==> config.mk <==
export PLATFORM = sky130hd
export DESIGN_NAME = mem_arbiter
export DESIGN_NICKNAME = d
export VERILOG_FILES = /design/src/rtl/mem_arbiter_pkg.sv /design/src/rtl/arb_tag_pipe.sv /design/src/rtl/mem_arbiter.sv
export SDC_FILE = /design/constraint.sdc
export NUM_CORES = 1
export LEC_CHECK = 0
export CAP_MARGIN = 20
export CELL_PAD_IN_SITES_DETAIL_PLACEMENT = 0
export CELL_PAD_IN_SITES_GLOBAL_PLACEMENT = 1
export CORE_AREA = 2 2 84 86
export CTS_CLUSTER_SIZE = 25
export DETAILED_ROUTE_END_ITERATION = 8
export DIE_AREA = 0 0 86 88
export MAX_ROUTING_LAYER = met4
export PLACE_DENSITY_LB_ADDON = 0.15
export SYNTH_ARGS = -nofsm -noshare
export SYNTH_HDL_FRONTEND = slang
export SYNTH_HIERARCHICAL = 1
export SYNTH_SLANG_ARGS = --single-unit
==> constraint.sdc <==
create_clock -name clk -period 3.95 [get_ports clk]
set_clock_uncertainty 0.1 [all_clocks]
set_input_delay 0.79 -clock clk [delete_from_list [all_inputs] [get_ports clk]]
set_output_delay 0.79 -clock clk [all_outputs]
set_load 0.02 [all_outputs]
==> src/rtl/mem_arbiter_pkg.sv <==
// Shared definitions for the memory arbiter: FSM state encoding,
// read-owner codes and the {valid, owner} tag carried alongside each read.
package mem_arbiter_pkg;

    localparam int MEM_LATENCY_DEF = 4;

    typedef enum logic [2:0] {
        IDLE    = 3'd0,
        GRANT_I = 3'd1,
        GRANT_D = 3'd2,
        DRAIN_I = 3'd3,
        DRAIN_D = 3'd4,
        WRITE   = 3'd5
    } arb_state_e;

    localparam logic OWN_I = 1'b0;
    localparam logic OWN_D = 1'b1;

    typedef struct packed {
        logic valid;
        logic owner;
    } tag_t;

endpackage

==> src/rtl/arb_tag_pipe.sv <==
// Read-owner shift register: one {valid, owner} entry per memory latency
// cycle, so the oldest entry lines up with the returning data word.
module arb_tag_pipe
    import mem_arbiter_pkg::*;
#(
    parameter int DEPTH = MEM_LATENCY_DEF
) (
    input  logic clk_i,
    input  logic rst_ni,
    input  tag_t tag_i,
    output tag_t oldest_o,
    output logic any_valid_o
);

    tag_t stage_q [DEPTH];

    // Advance every entry by one stage each cycle; reset forgets in-flight reads.
    always_ff @(posedge clk_i or negedge rst_ni) begin
        if (!rst_ni) begin
            for (int k = 0; k < DEPTH; k++) begin
                stage_q[k] <= '0;
            end
        end else begin
            stage_q[0] <= tag_i;
            for (int k = 1; k < DEPTH; k++) begin
                stage_q[k] <= stage_q[k-1];
            end
        end
    end

    // Pipeline occupancy, used to decide when a drain has completed.
    always_comb begin
        any_valid_o = 1'b0;
        for (int k = 0; k < DEPTH; k++) begin
            any_valid_o = any_valid_o | stage_q[k].valid;
        end
    end

    assign oldest_o = stage_q[DEPTH-1];

endmodule

==> src/rtl/mem_arbiter.sv <==
// Arbitrates the I-cache and D-cache fill FSMs and D-cache write-through
// onto one pipelined memory, routing returned read data to its owner.
module mem_arbiter
    import mem_arbiter_pkg::*;
#(
    parameter int MEM_LATENCY = MEM_LATENCY_DEF,
    parameter int ADDR_W      = 16,
    parameter int DATA_W      = 16
) (
    input  logic              clk,
    input  logic              rst_n,
    input  logic              icache_req,
    input  logic [ADDR_W-1:0] icache_addr,
    input  logic              dcache_req,
    input  logic [ADDR_W-1:0] dcache_addr,
    input  logic              wr_req,
    input  logic [ADDR_W-1:0] wr_addr,
    input  logic [DATA_W-1:0] wr_data,
    input  logic [DATA_W-1:0] mem_rdata,
    input  logic              mem_data_valid,
    output logic              mem_enable,
    output logic              mem_wr,
    output logic [ADDR_W-1:0] mem_addr,
    output logic [DATA_W-1:0] mem_wdata,
    output logic              icache_stall,
    output logic              dcache_stall,
    output logic              icache_data_valid,
    output logic              dcache_data_valid,
    output logic [DATA_W-1:0] rdata,
    output logic              wr_ack
);

    arb_state_e state_q, state_d;
    logic       last_d_q, last_d_d;
    tag_t       tag_ins_s, tag_old_s;
    logic       any_valid_s;

    assign tag_ins_s.valid = mem_enable & ~mem_wr;
    assign tag_ins_s.owner = (state_q == GRANT_D) ? OWN_D : OWN_I;

    arb_tag_pipe #(
        .DEPTH (MEM_LATENCY)
    ) u_tag_pipe (
        .clk_i       (clk),
        .rst_ni      (rst_n),
        .tag_i       (tag_ins_s),
        .oldest_o    (tag_old_s),
        .any_valid_o (any_valid_s)
    );

    // Arbitration FSM: next state plus the memory-side drive for this cycle.
    always_comb begin
        state_d    = state_q;
        last_d_d   = last_d_q;
        mem_enable = 1'b0;
        mem_wr     = 1'b0;
        mem_addr   = '0;
        mem_wdata  = '0;
        wr_ack     = 1'b0;
        case (state_q)
            IDLE: begin
                // last_d_q lets a waiting I-cache in after a completed D fill.
                if (wr_req) begin
                    state_d = WRITE;
                end else if (dcache_req && !(icache_req && last_d_q)) begin
                    state_d = GRANT_D;
                end else if (icache_req) begin
                    state_d  = GRANT_I;
                    last_d_d = 1'b0;
                end else begin
                    state_d = IDLE;
                end
            end
            GRANT_I: begin
                if (icache_req) begin
                    mem_enable = 1'b1;
                    mem_addr   = icache_addr;
                end else begin
                    state_d = DRAIN_I;
                end
            end
            GRANT_D: begin
                if (dcache_req) begin
                    mem_enable = 1'b1;
                    mem_addr   = dcache_addr;
                end else begin
                    state_d = DRAIN_D;
                end
            end
            DRAIN_I: begin
                if (!any_valid_s) begin
                    state_d = IDLE;
                end else begin
                    state_d = DRAIN_I;
                end
            end
            DRAIN_D: begin
                if (!any_valid_s) begin
                    state_d  = IDLE;
                    last_d_d = 1'b1;
                end else begin
                    state_d = DRAIN_D;
                end
            end
            WRITE: begin
                mem_enable = 1'b1;
                mem_wr     = 1'b1;
                mem_addr   = wr_addr;
                mem_wdata  = wr_data;
                wr_ack     = 1'b1;
                state_d    = IDLE;
            end
            default: begin
                state_d = IDLE;
            end
        endcase
    end

    // State and fairness flag registers.
    always_ff @(posedge clk or negedge rst_n) begin
        if (!rst_n) begin
            state_q  <= IDLE;
            last_d_q <= 1'b0;
        end else begin
            state_q  <= state_d;
            last_d_q <= last_d_d;
        end
    end

    // Stalls are masked by rst_n so every control output is low during reset.
    assign icache_stall      = rst_n & icache_req & (state_q != GRANT_I);
    assign dcache_stall      = rst_n & dcache_req & (state_q != GRANT_D);
    assign icache_data_valid = mem_data_valid & tag_old_s.valid & (tag_old_s.owner == OWN_I);
    assign dcache_data_valid = mem_data_valid & tag_old_s.valid & (tag_old_s.owner == OWN_D);
    assign rdata             = mem_rdata;

endmodule
Word-level counts from Yosys, hierarchy flattened --
Cells that the tools add are included.
Storage, ports and cells: output and inout port bits 55, logic and storage cells 65, input bits 86, bits in registers 12
Cells by class: equality and inequality tests 13, reductions and logical operators 7, bitwise logic cells 13, muxes and demuxes 22
Operators by type and width (number):
- two-way mux 16 bit | 3
- case mux 16 bit (3 select lines) | 1
- case mux 3 bit (5 select lines) | 1
- two-way mux 3 bit | 4
- inequality test 2 bit (second input constant) | 6
- two-way mux 1 bit | 9
- bitwise AND 1 bit | 8
- equality test 3 x 2 -> 1 bit (second input constant) | 2
- equality test 3 bit (second input constant) | 2
- AND reduction 5 bit | 1
- two-way mux 2 bit | 2
- equality test 3 x 1 -> 1 bit (second input constant) | 1
- logical NOT 3 bit | 1
- inequality test 3 x 1 -> 1 bit (second input constant) | 1
- inequality test 3 x 2 -> 1 bit (second input constant) | 1
- bitwise OR 1 bit | 3
- case mux 1 bit (3 select lines) | 1
- logical AND 1 bit | 2
- NOT 1 bit | 2
- case mux 1 bit (2 select lines) | 1
- AND reduction 2 bit | 1
- nonzero test 2 bit | 1
- logical NOT 1 bit | 1

Longest topological paths before layout --
Gate-level depths: netlist of the first run.
depth after elaboration 6, mapped depth 6, mapped depth without buffers 4

Modules after synthesis --
Netlist of the first run, hierarchy kept.
Modules (own cells, without submodules):
- mem_arbiter | area each 867.1 um2, cells an instance 116, sequential area each 100.1 um2, times used 1
- arb_tag_pipe | area each 222.7 um2, cells an instance 11, sequential area each 200.2 um2, times used 1

Worst setup path after synthesis of the first run --
OpenSTA, ideal clock, no wires.
kind input -> output, start input dcache_req, end output mem_addr[0], required time 3.060 ns, slack 1.418 ns, arrival time 1.642 ns, cell stages on the path 5, buffers on the path 2, cells stage by stage and4bb_1 -> buf_6 -> buf_8 -> a222oi_1 -> inv_1
On the way: cells in the longest elaborated chain, start to end 2
RTL lines:
- start, declared | line mem_arbiter.sv:14 | input logic dcache_req,
- two-way mux 16 bit | line mem_arbiter.sv:83 | if (dcache_req) begin
- case mux 16 bit (3 select lines) | line mem_arbiter.sv:60 | case (state_q)
- end, declared | line mem_arbiter.sv:23 | output logic [ADDR_W-1:0] mem_addr,
No other way between the ends.

Worst setup path in the final report of the first run --
start input icache_req, end output mem_addr[1]
On the way: cells in the longest elaborated chain, start to end 2
RTL lines:
- start, declared | line mem_arbiter.sv:12 | input logic icache_req,
- two-way mux 16 bit | line mem_arbiter.sv:75 | if (icache_req) begin
- case mux 16 bit (3 select lines) | line mem_arbiter.sv:60
No other way between the ends.

==> flow_summary_export.csv, run 1 <==
group,metric,value,unit
finish,antennaDiodeCount,0,
worst_setup_path,crit_type,"in2out",
pwr,switching_power,0.4081,mW
finish,syn2layout_area_growth,97.13,%
worst_setup_path,critical_path_arrival,2.72,ns
synthesis,synth_area,1090,µm²
grt,grt_max_degree,36,
timing,relSlewSlack,67.30,%
finish,layout.nets,302,
pwr,p_int,0.6011,mW
worst_setup_path,required,3.06,ns
placement,port_buffers,108,
clocking,cts_buffers,3,
clocking,cts_hold_buf,0,
synthesis,synth_area_per_cell,8.581,µm²
timing,fin_crit_sh,91.45,%
synthesis,async_reset_ff_share,100.0,%
timing,hold_ws,0.2457,ns
timing,hold_viol,0,
worst_setup_path,critPathMostFrequentCell,"clkdlybuf4s50_1",
grt,grt_antenna_before_repair,0,
clocking,cts_setup_buffers,0,
clocking,h-tree-depth,1,
pwr,powerDensity,469.8,nW/µm²
synthesis,yosys.cell_count.top_type,"buf_4",
routing,route.detailed.drc,0,
finish,postLayoutCoreUtil,32.34,%
routing,wl_per_cell,15.70,µm
floorplan,dieWidth,86,µm
clocking,clk_pin_slew_worst_paths,0.05,ns
worst_setup_path,path_max_fanout,18,
worst_setup_path,start_kind,"input port",
floorplan,die_y,88,µm
floorplan,pin_count,141,
grt,track_usage,11.36,%
clocking,clk_latency,0.24,ns
synthesis,syn-num-nets,213,
pwr,p_seq_share,21.3,%
synthesis,yosysWarnings,6,
grt,grt_pass1_wl,6.444,mm
synthesis,syn_inst,127,
clocking,cts_tree,"built",
pwr,leakagePower,0.9505,nW
timing,rsz0062_at_grt,"false",
routing,drtPass1Iterations,4,
run_status,status,"finished, final reports clean",
hold_path,min_path_type,"reg2reg",
synthesis,synth.area.top_cells,"dfrtp_1 (28%), a222oi_1 (15%), buf_4 (14%), and2_1 (9.2%), inv_1 (6.5%)",
placement,dp_hpwl,3.660,mm
worst_setup_path,crit_chain,"clkdlybuf4s50_1 > nor4bb_4 > buf_4 > a222oi_1 > inv_1 > clkdlybuf4s50_1",
worst_setup_path,cpMaxStageDelayCell,"clkdlybuf4s50_1",
routing,via_count,1237,
pwr,pwr-share-clk,13.2,%
timing,maxSlewViolCount,0,
run,drv_cap,0,
grt,grt.overflow.total,0,
clocking,clock_path_buffers,2,
worst_setup_path,max_stage_delay,0.61,ns
routing,wl,4.632,mm
synthesis,synthFlopType,"dfrtp_1",
synthesis,yosys.area.top_type_share,27.55,%
worst_setup_path,end_kind,"output pin",
synthesis,synth_commonest_cells,"buf_4 (21), inv_1 (19), a222oi_1 (16), and2_1 (16), dfrtp_1 (12)",
clocking,root_buffer,"clkbuf_8",
timing,worstMarginPinSlew,0.4895,ns
floorplan,num_rows,30,
clocking,clock_sinks,12,
synthesis,ys_ff_latch,12,
floorplan,start_util,16.40,%
placement,place.gp.congestion,0.7150,
clocking,cts_resized,0,
synthesis,ys_types,32,
synthesis,yosys.area.top_type,"dfrtp_1",
pwr,vdd_drop_max,0.1691,mV
timing,fin_tns_setup,0,ns
synthesis,synth_edf_count,0,
pwr,sw_frac_of_total,40.44,%
floorplan,fp.coreArea,6644,µm²
timing,min_period,3.612,ns
timing,fmax,276.8,MHz
pwr,combPwrFrac,65.5,%
timing,setup_viol,0,
finish,drive_gt1_share,5.581,%
routing,antenna_left,0,
synthesis,ys_seq_area_share,27.55,%
routing,drt-initial-drc-count,92,
grt,grt_pass1_vias,1128,
floorplan,die_area,7568,µm²
routing,vias_per_cell,4.193,
## layout by cell type (no fill, tap or decap), types with 2 or more instances in the layout
master / count
inv_1: 19
nor2b_1: 2
buf_4: 6
clkdlybuf4s50_1: 108
nor3_1: 2
and2_1: 16
nand2_1: 5
clkbuf_8: 4
o21ai_0: 2
nand2b_1: 2
nor2_1: 3
a222oi_1: 16
dfrtp_1: 12
## stage by stage
step / cell area, µm² / power (mW) / cells / worst slack [ns]
after global placement: 2093 / 0.8909 / 291 / 0.3189
after detailed placement: 2093 / 0.8831 / 291 / 0.3178
final: 2148 / 1.009 / 295 / 0.3375
after global routing: 2148 / 1.074 / 295 / 0.2265
after floorplan: 1090 / 0.6186 / 127 / 1.418
after CTS: 2148 / 1.020 / 295 / 0.3177
## power by group through the flow
stage,clock network [mW],registers (mW),logic [mW]
global route,0.142,0.224,0.708
global placement,0,0.219,0.672
detailed placement,0,0.218,0.665
CTS,0.138,0.216,0.667
finish,0.133,0.215,0.661
floorplan,0,0.191,0.428
## state kept, by name, indices dropped and copies added, names as in the netlist
| signal | cells |
|---|---|
| state_q | 3 |
| u_tag_pipe/stage_q | 6 |
| last_d_q | 1 |
| u_tag_pipe/oldest_o | 2 |
## final timing paths
path,from,endpoint,slack [ns],depth (start not counted)
worst max-delay path,icache_req,mem_addr[1],0.34,6
worst min-delay path,u_tag_pipe/stage_q[6],u_tag_pipe/stage_q[4],0.25,0
worst max register to register,u_tag_pipe/oldest_o[1],state_q[2],2.22,4
worst min register to register,u_tag_pipe/stage_q[6],u_tag_pipe/stage_q[4],0.25,0
max in group asynchronous,rst_n,u_tag_pipe/stage_q[3],2.79,2
min in group asynchronous,rst_n,state_q[0],0.80,2
## layer usage
layer  up-vias  share of wire, %  GRT usage, %
met5         -                 0             -
met3         8               6.5         2.168
met1       572                37         12.79
met4         0               1.0         2.886
li1        609                 -             -
met2        48                55         20.58
## worst max-delay path, delay by kind of cell
kind / cells / cell delay (ns)
buf+inv: 4 / 1.50
simple gates: 1 / 0.31
compound gates: 1 / 0.12
## cell families after synthesis
| kind of cell | count (synthesis) | share of synthesized area (%) |
|---|---|---|
| simple gates | 39 | 21.82 |
| flops | 12 | 27.55 |
| compound gates | 26 | 21.24 |
| buf+inv | 49 | 28.36 |
| mux | 1 | 1.033 |
## final cells by class
class	instances	area, µm²
clock buffer	4	55.05
fill	678	4496
inverter	19	71.32
multi-input combinational	66	495.5
sequential	12	300.3
tap	80	100.1
timing repair buffer	114	1126
(Power assumes the default switching activity.)
==> run 2: changes to the inputs <==
--- a/config.mk
+++ b/config.mk
@@ -8,11 +8,10 @@
 export CAP_MARGIN = 20
 export CELL_PAD_IN_SITES_DETAIL_PLACEMENT = 0
 export CELL_PAD_IN_SITES_GLOBAL_PLACEMENT = 1
-export CORE_AREA = 2 2 84 86
+export CORE_AREA = 2 2 86 88
 export CTS_CLUSTER_SIZE = 25
 export DETAILED_ROUTE_END_ITERATION = 8
-export DIE_AREA = 0 0 86 88
-export MAX_ROUTING_LAYER = met4
+export DIE_AREA = 0 0 88 90
 export PLACE_DENSITY_LB_ADDON = 0.15
 export SYNTH_ARGS = -nofsm -noshare
 export SYNTH_HDL_FRONTEND = slang
==> constraint.sdc (replaced) <==
create_clock -name clk -period 3.43 [get_ports clk]
set_clock_uncertainty 0.1 [all_clocks]
set_input_delay 0.686 -clock clk [delete_from_list [all_inputs] [get_ports clk]]
set_output_delay 0.686 -clock clk [all_outputs]
set_load 0.02 [all_outputs]
==> run 2 against run 1 <==
Against the previous run: via count shrank 0.24%; core utilization down 0.93 points; clock power rose by 13%; first-iteration DRC count shrank 3.3%; sequential power increased by 16%; non-clock buffer count grew 1; final cell count is 6.8% higher; sequential share of layout area shrank 0.36 points; largest cell class unchanged.
==> flow_summary_export.csv, run 2 (synthesis results as in run 1) <==
group,metric,value,unit
clocking,clock_sinks,12,
finish,multi_input_area,495.5,µm²
finish,postLayoutCoreUtil,31.40,%
floorplan,die_y,90,µm
hold_path,min_path_type,"reg2reg",
timing,fin_tns_setup,0,ns
clocking,cts_hold_buf,0,
timing,hold_viol,0,
finish,num-fill-cells,747,
pwr,powerDensity,530.6,nW/µm²
grt,grt_pass1_vias,1196,
hold_path,hold-path-cell-count,0,
worst_setup_path,r2r_cells,4,
worst_setup_path,start_kind,"input port",
worst_setup_path,required,2.64,ns
pwr,leakagePower,0.9614,nW
routing,wl_met2,2.303,mm
clocking,h-tree-depth,1,
clocking,clk_pin_slew_worst_paths,0.05,ns
routing,wl_per_cell,13.98,µm
finish,largest_reg_flops,6,
floorplan,fp.coreArea,7020,µm²
routing,met1_length,1.649,mm
worst_setup_path,r2r_setup_slack,1.73,ns
worst_setup_path,end_kind,"output pin",
routing,via_count,1234,
hold_path,hold-path-endpoint,"u_tag_pipe/oldest_o[0]",
finish,syn2layout_area_growth,102.3,%
routing,wl,4.403,mm
finish,seqCellArea,300.3,µm²
floorplan,start_util,15.52,%
timing,worstMarginPinSlew,0.4106,ns
hold_path,holdCritStartpoint,"u_tag_pipe/stage_q[2]",
routing,drt-initial-drc-count,89,
floorplan,num_rows,31,
grt,grt_pass1_wl,6.617,mm
run,drv_cap,0,
worst_setup_path,crit_type,"in2out",
grt,grt.overflow.total,0,
worst_setup_path,r2r-start,"u_tag_pipe/oldest_o[1]",
placement,dp_worst_setup_slack,0.1283,ns
worst_setup_path,critical_path_arrival,2.49,ns
clocking,cts_buffers,3,
routing,wl_met3,388,µm
finish,final_common_cell,"clkdlybuf4s50_1",
routing,antenna_left,0,
timing,maxSlewViolCount,0,
clocking,root_buffer,"clkbuf_8",
run_status,status,"finished, final reports clean",
routing,highest_layer,"met4",
timing,fin_crit_sh,95.61,%
floorplan,die_area,7920,µm²
floorplan,pin_count,141,
clocking,clk_latency,0.24,ns
clocking,clock_path_buffers,2,
timing,rsz0062_at_grt,"false",
routing,drtPass1Iterations,7,
finish,drive_gt1_share,6.019,%
clocking,cts_resized,0,
worst_setup_path,rr_endpoint,"state_q[2]",
timing,fmax,304.9,MHz
finish,largest-register,"u_tag_pipe/stage_q",
clocking,cts_tree,"built",
routing,route.detailed.drc,0,
pwr,vdd_drop_max,0.1232,mV
timing,relSlewSlack,72.28,%
grt,track_usage,10.84,%
finish,layout.nets,303,
routing,vias_per_cell,3.917,
timing,min_period,3.279,ns
finish,antennaDiodeCount,0,
finish,layout_common_cells,"clkdlybuf4s50_1 (108), inv_1 (19), a222oi_1 (16), and2_1 (16), dfrtp_1 (12)",
placement,dp_hpwl,3.498,mm
grt,grt_antenna_before_repair,0,
grt,grt_max_degree,36,
placement,place.gp.congestion,0.6955,
worst_setup_path,path_max_fanout,18,
clocking,cts_setup_buffers,0,
timing,worst_slack,0.1507,ns
placement,port_buffers,108,
floorplan,dieWidth,88,µm
timing,setup_viol,0,
run 2: area by class of cell:
class                           count  share of cell area [%]
Clock buffer                        4                   2.497
Timing Repair Buffer              115                   52.55
Sequential cell                    12                   13.62
Multi-Input combinational cell     66                   22.47
Tap cell                           99                   5.619
Inverter                           19                   3.235
run 2: routing by layer:
| layer | vias up | track usage (%) |
|---|---|---|
| li1 | 607 | - |
| met1 | 562 | 12.83 |
| met2 | 55 | 18.88 |
| met3 | 10 | 2.663 |
| met4 | 0 | 3.333 |
| met5 | - | 0 |
run 2: critical path, stage by stage:
cell and delay [ns]:
clkdlybuf4s50_1 0.50, nor4bb_4 0.35, buf_12 0.19, a222oi_1 0.07
inv_1 0.07, clkdlybuf4s50_1 0.62
run 2: how the worst max path moves through the flow:
stage / startpoint / to / cells after the start
after floorplan: dcache_req / mem_addr[0] / 5
after global placement: icache_req / mem_addr[8] / 6
after detailed placement: icache_req / mem_addr[8] / 6
after CTS: icache_req / mem_addr[8] / 6
after global routing: icache_req / mem_addr[8] / 6
final: icache_req / mem_addr[8] / 6
run 2: through the flow:
stage	std cells	total power [mW]	area, µm²	hold WS (ns)
3_3_place_gp	311	1.043	2150	0.2337
6_report	315	1.170	2205	0.2454
2_1_floorplan	127	0.7124	1090	0.2312
5_1_grt	315	1.263	2205	0.2532
3_5_place_dp	311	1.033	2150	0.2371
4_1_cts	315	1.191	2205	0.2492
run 2: power breakdown:
part | leakage [nW] | total [mW] | switching, mW | internal, mW
registers | 0.155 | 0.249 | 0.0496 | 0.200
logic | 0.778 | 0.771 | 0.364 | 0.407
clock network | 0.0288 | 0.150 | 0.0489 | 0.101
total | 0.961 | 1.17 | 0.463 | 0.707
